## src/rtl/mem_arb_pkg.sv

```systemverilog
// Shared types for the memory access arbiter: FSM states, the registered
// command record and the read opcode encodings.
package mem_arb_pkg;

    typedef enum logic [1:0] {
        IDLE  = 2'd0,
        WRITE = 2'd1,
        READ  = 2'd2,
        RESP  = 2'd3
    } state_t;

    localparam logic [1:0] OP_WORD = 2'd0;
    localparam logic [1:0] OP_HALF = 2'd1;
    localparam logic [1:0] OP_BYTE = 2'd2;
    localparam logic [1:0] OP_BIT  = 2'd3;

    typedef struct packed {
        logic        we;
        logic [15:0] addr;
        logic [31:0] wdata;
        logic [1:0]  opcode;
        logic [4:0]  bitaddr;
        logic [1:0]  byteaddr;
    } mem_cmd_t;

endpackage

```

## src/rtl/mem_access_arbiter_rr_arbiter.sv

```systemverilog
// Combinational round-robin picker: the search starts at ptr and wraps, so the
// requester just after the last owner has highest priority.
module rr_arbiter #(
    parameter int N = 2,
    localparam int IW = (N > 1) ? $clog2(N) : 1
) (
    input  logic [N-1:0]  req,
    input  logic [IW-1:0] ptr,
    output logic [N-1:0]  gnt,
    output logic [IW-1:0] gnt_idx
);

    logic          found_s;
    logic [IW-1:0] idx_s;
    int            k;

    // Scan N positions starting at the pointer, first active request wins
    always_comb begin
        gnt     = '0;
        gnt_idx = '0;
        found_s = 1'b0;
        idx_s   = '0;
        k       = 0;
        for (int i = 0; i < N; i++) begin
            k = int'(ptr) + i;
            k = (k >= N) ? (k - N) : k;
            idx_s = IW'(k);
            if (!found_s && req[idx_s]) begin
                found_s    = 1'b1;
                gnt[idx_s] = 1'b1;
                gnt_idx    = idx_s;
            end else begin
                found_s = found_s;
            end
        end
    end

endmodule

```

## src/rtl/mem_access_arbiter.sv

```systemverilog
// Round-robin sequencer sharing one memory among NREQ requesters: one command
// in flight, fixed read latency, one-cycle response pulse to the owner.
module mem_access_arbiter
    import mem_arb_pkg::*;
#(
    parameter int          NREQ       = 2,
    parameter int          RD_LAT     = 2,
    parameter logic [31:0] STUDENT_ID = 32'd123
) (
    input  logic                  clk,
    input  logic                  reset,
    input  logic [NREQ-1:0]       req_valid,
    output logic [NREQ-1:0]       req_ready,
    input  logic [NREQ-1:0]       req_we,
    input  logic [NREQ-1:0][15:0] req_addr,
    input  logic [NREQ-1:0][31:0] req_wdata,
    input  logic [NREQ-1:0][1:0]  req_opcode,
    input  logic [NREQ-1:0][4:0]  req_bitaddr,
    input  logic [NREQ-1:0][1:0]  req_byteaddr,
    output logic [NREQ-1:0]       rsp_valid,
    output logic [31:0]           rsp_rdata,
    output logic                  mem_wr_en,
    output logic                  mem_rd_en,
    output logic [15:0]           mem_addr,
    output logic [31:0]           mem_wdata,
    output logic [1:0]            mem_opcode,
    output logic [4:0]            mem_bitaddr,
    output logic [1:0]            mem_byteaddr,
    input  logic [31:0]           mem_rdata,
    output logic [31:0]           mem_student_id
);

    localparam int IW = (NREQ > 1) ? $clog2(NREQ) : 1;
    localparam int CW = $clog2(RD_LAT + 1);

    state_t        state_q, state_d;
    mem_cmd_t      cmd_q, cmd_d;
    logic [IW-1:0] owner_q, owner_d;
    logic [IW-1:0] ptr_q, ptr_d;
    logic [CW-1:0] cnt_q, cnt_d;
    logic [31:0]   rdata_q, rdata_d;

    logic [NREQ-1:0] gnt_s;
    logic [IW-1:0]   gnt_idx_s;
    logic            active_s;

    rr_arbiter #(.N(NREQ)) u_rr (
        .req     (req_valid),
        .ptr     (ptr_q),
        .gnt     (gnt_s),
        .gnt_idx (gnt_idx_s)
    );

    // State and command registers; reset drops any in-flight command
    always_ff @(posedge clk or posedge reset) begin
        if (reset) begin
            state_q <= IDLE;
            cmd_q   <= '0;
            owner_q <= '0;
            ptr_q   <= '0;
            cnt_q   <= '0;
            rdata_q <= '0;
        end else begin
            state_q <= state_d;
            cmd_q   <= cmd_d;
            owner_q <= owner_d;
            ptr_q   <= ptr_d;
            cnt_q   <= cnt_d;
            rdata_q <= rdata_d;
        end
    end

    // Next-state: accept in IDLE, one WRITE cycle or RD_LAT READ cycles, then RESP
    always_comb begin
        state_d = state_q;
        cmd_d   = cmd_q;
        owner_d = owner_q;
        ptr_d   = ptr_q;
        cnt_d   = cnt_q;
        rdata_d = rdata_q;
        case (state_q)
            IDLE: begin
                if (|gnt_s) begin
                    cmd_d.we       = req_we[gnt_idx_s];
                    cmd_d.addr     = req_addr[gnt_idx_s];
                    cmd_d.wdata    = req_wdata[gnt_idx_s];
                    cmd_d.opcode   = req_opcode[gnt_idx_s];
                    cmd_d.bitaddr  = req_bitaddr[gnt_idx_s];
                    cmd_d.byteaddr = req_byteaddr[gnt_idx_s];
                    owner_d        = gnt_idx_s;
                    ptr_d          = (gnt_idx_s == IW'(NREQ - 1)) ? '0 : (gnt_idx_s + IW'(1));
                    cnt_d          = '0;
                    state_d        = req_we[gnt_idx_s] ? WRITE : READ;
                end else begin
                    state_d = IDLE;
                end
            end
            WRITE: begin
                rdata_d = 32'h0;
                state_d = RESP;
            end
            READ: begin
                if (cnt_q == CW'(RD_LAT - 1)) begin
                    rdata_d = mem_rdata;
                    state_d = RESP;
                end else begin
                    cnt_d = cnt_q + CW'(1);
                end
            end
            RESP: begin
                state_d = IDLE;
            end
            default: begin
                state_d = IDLE;
            end
        endcase
    end

    // Outputs decode from registered state; the memory bus is zero when idle
    always_comb begin
        active_s       = (state_q == WRITE) || (state_q == READ);
        req_ready      = ((state_q == IDLE) && !reset) ? gnt_s : '0;
        mem_wr_en      = (state_q == WRITE) && cmd_q.we;
        mem_rd_en      = (state_q == READ);
        mem_addr       = active_s ? cmd_q.addr : 16'h0;
        mem_wdata      = (state_q == WRITE) ? cmd_q.wdata : 32'h0;
        mem_opcode     = active_s ? cmd_q.opcode : 2'd0;
        mem_bitaddr    = active_s ? cmd_q.bitaddr : 5'd0;
        mem_byteaddr   = active_s ? cmd_q.byteaddr : 2'd0;
        rsp_valid      = (state_q == RESP) ? (NREQ'(1) << owner_q) : '0;
        rsp_rdata      = (state_q == RESP) ? rdata_q : 32'h0;
        mem_student_id = STUDENT_ID;
    end

endmodule

```

## config.mk

```make
export PLATFORM = sky130hd
export DESIGN_NAME = mem_access_arbiter
export DESIGN_NICKNAME = d
export VERILOG_FILES = /design/src/rtl/mem_arb_pkg.sv /design/src/rtl/mem_access_arbiter_rr_arbiter.sv /design/src/rtl/mem_access_arbiter.sv
export SDC_FILE = /design/constraint.sdc
export NUM_CORES = 1
export LEC_CHECK = 0
export BUFFER_PORTS_ARGS = -buffer_cell sky130_fd_sc_hd__buf_2
export CAP_MARGIN = 5
export CORE_MARGIN = 2
export CORE_UTILIZATION = 45
export CTS_CLUSTER_DIAMETER = 100
export DETAILED_ROUTE_END_ITERATION = 12
export GPL_ROUTABILITY_DRIVEN = 0
export MAX_ROUTING_LAYER = met4
export PLACE_DENSITY = 0.8
export SYNTH_ARGS = -nofsm -noshare
export SYNTH_HDL_FRONTEND = slang
export SYNTH_SLANG_ARGS = --single-unit
```

## constraint.sdc

```tcl
create_clock -name clk -period 5.3 [get_ports clk]
set_clock_uncertainty 0.1 [all_clocks]
set_input_delay 1.06 -clock clk [delete_from_list [all_inputs] [get_ports clk]]
set_output_delay 1.06 -clock clk [all_outputs]
set_load 0.01 [all_outputs]
```

==> results of run 1 <==
routing by layer:
metal	share of wire, %	vias to the layer above	wire, um
li1	-	2135	-
met2	51	176	6830
met4	1.1	0	150
met3	7.0	10	932
met5	0	-	0
met1	40	2125	5360
sequential cells by signal, indices dropped and copies added, names as in the netlist:
name / flops
cmd_q: 58
cnt_q: 2
owner_q: 1
ptr_q: 1
rdata_q: 32
state_q: 2
worst max-delay path: stages, from the launching register on:
cell,delay (ns)
dfrtp_1,0.43
inv_1,0.12
ha_1,0.29
inv_2,0.10
a211oi_4,0.64
and2_1,0.22
buf_2,0.14
report_power, final:
group / internal, W / switching, W / total, W / leakage, nW
clock: 0.000245 / 0.000257 / 0.000502 / 0.103
sequential: 0.00108 / 0.000176 / 0.00126 / 1.22
combinational: 0.000712 / 0.000946 / 0.00166 / 2.42
total: 0.00204 / 0.00138 / 0.00342 / 3.74
synthesized netlist by cell type (3+ instances only):
cell type / count
a21o_1: 57
a21oi_1: 5
a22o_1: 57
and2_1: 92
buf_2: 10
buf_4: 34
clkbuf_1: 26
dfrtp_1: 96
ha_1: 6
inv_1: 7
nand2_1: 67
nor2_1: 7
nor3_1: 3
o21ai_0: 35
logic make-up after synthesis:
logic type,after synthesis
multiplexers,3
adder cells (fa/ha/maj),6
other,2
buffers and inverters,78
AO/OA/AOI/OAI,158
AND/OR/NAND/NOR,176
flip-flops,96
path summary, 6_finish.rpt:
| kind | end | startpoint | slack (ns) | cells after the start |
|---|---|---|---|---|
| min | cmd_q[15] | cmd_q[15] | 0.37 | 1 |
| min reg2reg | cmd_q[15] | cmd_q[15] | 0.37 | 1 |
| max | req_ready[0] | state_q[0] | 1.84 | 6 |
| max in group asynchronous | rdata_q[1] | reset | 3.33 | 3 |
| max reg2reg | cmd_q[57] | state_q[0] | 2.56 | 7 |
| min in group asynchronous | rdata_q[8] | reset | 0.65 | 2 |
cell type report:
type,count,area [sq um],share of cell area [%]
Tap cell,140,175,2.73
Clock inverter,4,51.3,0.800
Multi-Input combinational cell,375,2320,36.2
Sequential cell,96,2400,37.4
Timing Repair Buffer,252,1280,19.9
Inverter,8,32.5,0.507
Clock buffer,12,155,2.42
through the flow:
step | instance area (sq um) | total power, W
finish | 6410 | 0.00342
global placement | 6210 | 0.00287
global route | 6410 | 0.00370
floorplan | 5150 | 0.00243
detailed placement | 6210 | 0.00295
CTS | 6410 | 0.00346
==> impl_metrics.json, run 1 <==
{
  "placedCellCount": 871,
  "cellLeakagePower_nw": 3.74,
  "grt_util_met3_pct": 4.86,
  "yosys.area_share.simple_pct": 18.1,
  "antenna_found_initial": 0,
  "synth_compound_gate_area_share_pct": 23.3,
  "post-cts-setup-buffer-count": 0,
  "synthAdderAreaFrac_pct": 1.49,
  "die_y_um": 110,
  "final_layout_size_suffix_gt1_share_pct": 36.5,
  "tns_ns": 0,
  "drcViolationCount": 0,
  "status": "complete, no violations",
  "power_density_nw_per_um2": 533,
  "insertion_delay_ns": 0.36,
  "num_vias": 4446,
  "synth-xor-area-share_pct": 0,
  "yosys_warnings": 0,
  "final_util_pct": 58.9,
  "drv_slew": 0,
  "diodes": 0,
  "worstPathMaxFanout": 14,
  "cts_tree": "built",
  "h-tree-depth": 3,
  "rows": 38,
  "endpoint_kind": "output port",
  "rsz0062_at_grt": "no",
  "clockBufferDepth": 2,
  "overflow": 0,
  "fin_crit_sh_pct": 65.3,
  "synth_cell_types": 29,
  "synth_top_family_by_area": "compound AO/OA/AOI/OAI gates",
  "dp_hpwl_um": 9940,
  "final_common_cell": "buf_2",
  "busiest_layer": "met2",
  "use_met2_pct": 39.0,
  "synthCells": 519,
  "cap_violations": 0,
  "dieWidth_um": 110,
  "synthDominantCellAreaShare_pct": 47.7,
  "numCtsBuffers": 9,
  "dr.first_iter.drc_count": 271,
  "yosysSeqAreaShare_pct": 47.7,
  "place_ws_ns": 1.90,
  "drt_wl_total_um": 13300,
  "numClockSinks": 96,
  "fin_cells": 887,
  "grt_max_degree": 65,
  "final_hold_viol_count": 0,
  "grt_pass1_vias": 4351,
  "area_growth_pct": 27.3,
  "synth_seq_cells": 96,
  "yosys-mux-area-fraction_pct": 0.646,
  "grt_use_met1_pct": 26.2,
  "start_kind": "register",
  "setup_ws_ns": 1.84,
  "clkTransAtPathRegs_ns": 0.09,
  "worst_pin_slew_ns": 0.929,
  "fillers": 947,
  "post_cts_resized": 0,
  "ys.flop_type": "dfrtp_1",
  "synth_async_sr_flop_share_pct": 100,
  "nets": 900,
  "viasPerCell": 5.01,
  "detail-route-antenna-nets": 0,
  "firstDrtPassIters": 4,
  "synth_edf_count": 0,
  "route.detailed.wl_per_inst_um": 15.0,
  "timing.hold.ws_ns": 0.372,
  "synth_top_cell_by_area": "dfrtp_1",
  "synth_area_per_cell_sq_um": 9.71,
  "dieArea_sq_um": 12100,
  "syn-cell-area_sq_um": 5040,
  "grt_usage_pct": 22.5,
  "final_cell_mix": "buf_2, dfrtp_1, and2_1",
  "setup_violations": 0,
  "io_pins": 279,
  "grt_pass1_wl_um": 20600,
  "required_ns": 4.14,
  "max_freq_mhz": 289,
  "worstPathArrival_ns": 2.30,
  "slew_headroom_pct": 38.0,
  "core_sq_um": 10900,
  "start_util_pct": 46.3,
  "port_buffers": 246,
  "netlist_top_cells_area": "dfrtp_1, and2_1, a22o_1",
  "hp-class": "register to register",
  "hold_buffers": 0,
  "ir_drop_mv": 0.279,
  "path_class": "register to output port",
  "root_buffer": "clkbuf_8",
  "period_needed_ns": 3.46
}
(Power assumes the default switching activity.)
==> run 2, diff against run 1 <==
--- a/config.mk
+++ b/config.mk
@@ -8,12 +8,12 @@
 export BUFFER_PORTS_ARGS = -buffer_cell sky130_fd_sc_hd__buf_2
 export CAP_MARGIN = 5
 export CORE_MARGIN = 2
-export CORE_UTILIZATION = 45
+export CORE_UTILIZATION = 41
 export CTS_CLUSTER_DIAMETER = 100
 export DETAILED_ROUTE_END_ITERATION = 12
 export GPL_ROUTABILITY_DRIVEN = 0
 export MAX_ROUTING_LAYER = met4
-export PLACE_DENSITY = 0.8
+export PLACE_DENSITY = 0.77
 export SYNTH_ARGS = -nofsm -noshare
 export SYNTH_HDL_FRONTEND = slang
 export SYNTH_SLANG_ARGS = --single-unit
==> constraint.sdc (replaced) <==
create_clock -name clk -period 2.9 [get_ports clk]
set_clock_uncertainty 0.1 [all_clocks]
set_input_delay 0.58 -clock clk [delete_from_list [all_inputs] [get_ports clk]]
set_output_delay 0.58 -clock clk [all_outputs]
set_load 0.01 [all_outputs]
==> impl_metrics.json, run 2 (same netlist as run 1, synthesis figures left out) <==
{
  "h-tree-depth": 3,
  "core_sq_um": 12000,
  "numClockSinks": 96,
  "power_density_nw_per_um2": 1010,
  "worstPathMaxFanout": 27,
  "overflow": 0,
  "dieWidth_um": 115,
  "cap_violations": 0,
  "critPathTopFamily": "adder cells",
  "slowest_stage": "ha_1",
  "setup_violations": 0,
  "final_cell_mix": "buf_2, dfrtp_1, and2_1",
  "cellLeakagePower_nw": 3.83,
  "status": "complete, no violations",
  "start_util_pct": 41.9,
  "final_util_pct": 54.8,
  "hp-class": "input pin to async pin",
  "fin_cells": 900,
  "grt_pass1_vias": 4295,
  "post-cts-setup-buffer-count": 0,
  "worst_pin_slew_ns": 0.696,
  "detail-route-antenna-nets": 0,
  "grt_usage_pct": 19.4,
  "fillers": 1075,
  "worstPathArrival_ns": 1.95,
  "diodes": 0,
  "hold_buffers": 0,
  "required_ns": 2.22,
  "antenna_found_initial": 0,
  "rsz0062_at_grt": "no",
  "insertion_delay_ns": 0.33,
  "io_pins": 279,
  "slew_headroom_pct": 53.6,
  "root_buffer": "clkbuf_16",
  "endpoint_kind": "output port",
  "drt_wl_total_um": 12900,
  "place_ws_ns": 0.548,
  "rows": 40,
  "final_layout_size_suffix_gt1_share_pct": 37.2,
  "setup_ws_ns": 0.270,
  "clkTransAtPathRegs_ns": 0.06,
  "die_y_um": 115,
  "firstDrtPassIters": 7,
  "placedCellCount": 885,
  "reg_top3": "cmd_q x58, rdata_q x32",
  "largest_register_ff_count": 58,
  "ir_drop_mv": 0.510,
  "clockBufferDepth": 2,
  "dp_hpwl_um": 9680,
  "grt_max_degree": 65,
  "cts_tree": "built",
  "max_freq_mhz": 380,
  "start_kind": "register",
  "dieArea_sq_um": 13200,
  "num_vias": 4435,
  "area_growth_pct": 30.8,
  "final_common_cell": "buf_2",
  "r2r_setup_slack_ns": 0.63,
  "worstPathCellList": "inv_1, ha_1, and2_1, buf_2",
  "fin_crit_sh_pct": 90.7,
  "numCtsBuffers": 9,
  "drv_slew": 0,
  "register_area_sq_um": 2400,
  "worst-path-buf-inv": 2,
  "timing.hold.ws_ns": 0.329,
  "top_register": "cmd_q",
  "grt_pass1_wl_um": 19800,
  "final_hold_viol_count": 0,
  "path_class": "register to output port",
  "max_stage_delay_ns": 0.75,
  "route.detailed.wl_per_inst_um": 14.3,
  "post_cts_resized": 0,
  "drcViolationCount": 0,
  "period_needed_ns": 2.63,
  "viasPerCell": 4.93,
  "port_buffers": 246,
  "multi_input_area_sq_um": 2320,
  "dr.first_iter.drc_count": 163,
  "nets": 907
}
run 2: cell count changes in the layout (fill, tap and decap cells not counted):
cell       change
clkbuf_8      -11
clkbuf_16      +9
buf_4          +7
inv_6          +2
bufinv_16      +1
clkbuf_1       -1
inv_4          -1
run 2: path summary, 6_finish.rpt:
| check | start | end | depth (start not counted) |
|---|---|---|---|
| max | state_q[0] | mem_addr[4] | 4 |
| min | reset | owner_q | 3 |
| max reg2reg | state_q[0] | cmd_q[57] | 8 |
| min reg2reg | cmd_q[34] | cmd_q[34] | 1 |
| max in group asynchronous | reset | cmd_q[42] | 3 |
| min in group clk | cmd_q[34] | cmd_q[34] | 1 |
run 2: stage by stage:
stage	setup TNS, ns	power [W]	instance area [sq um]
2_1_floorplan	-0.158	0.00444	5150
3_3_place_gp	0	0.00529	6270
3_5_place_dp	0	0.00545	6270
4_1_cts	0	0.00673	6590
5_1_grt	0	0.00717	6590
6_report	0	0.00664	6590
run 2: layer usage:
layer / vias to the layer above / GRT usage (%) / wire length, um
met5: - / - / 0
met4: 0 / 5.62 / 134
met3: 9 / 3.64 / 891
met2: 191 / 33.3 / 6330
met1: 2083 / 23.3 / 5530
li1: 2152 / - / -
run 2: where the power goes:
group,internal (W),switching (W)
sequential,0.00198,0.000338
clock,0.000759,0.000500
combinational,0.00134,0.00172
run 2: worst min-delay path, delay by kind of cell:
kind / cells / cell delay (ns)
buf+inv: 3 / 0.63
run 2: layout make-up:
cell class              count  area share (%)
multi-input cells         375            35.3
well taps                 147            2.79
clock inverters             6            1.39
flip-flops and latches     96            36.5
inverters                   8           0.513
clock buffers               9            3.42
repair buffers            259            20.2
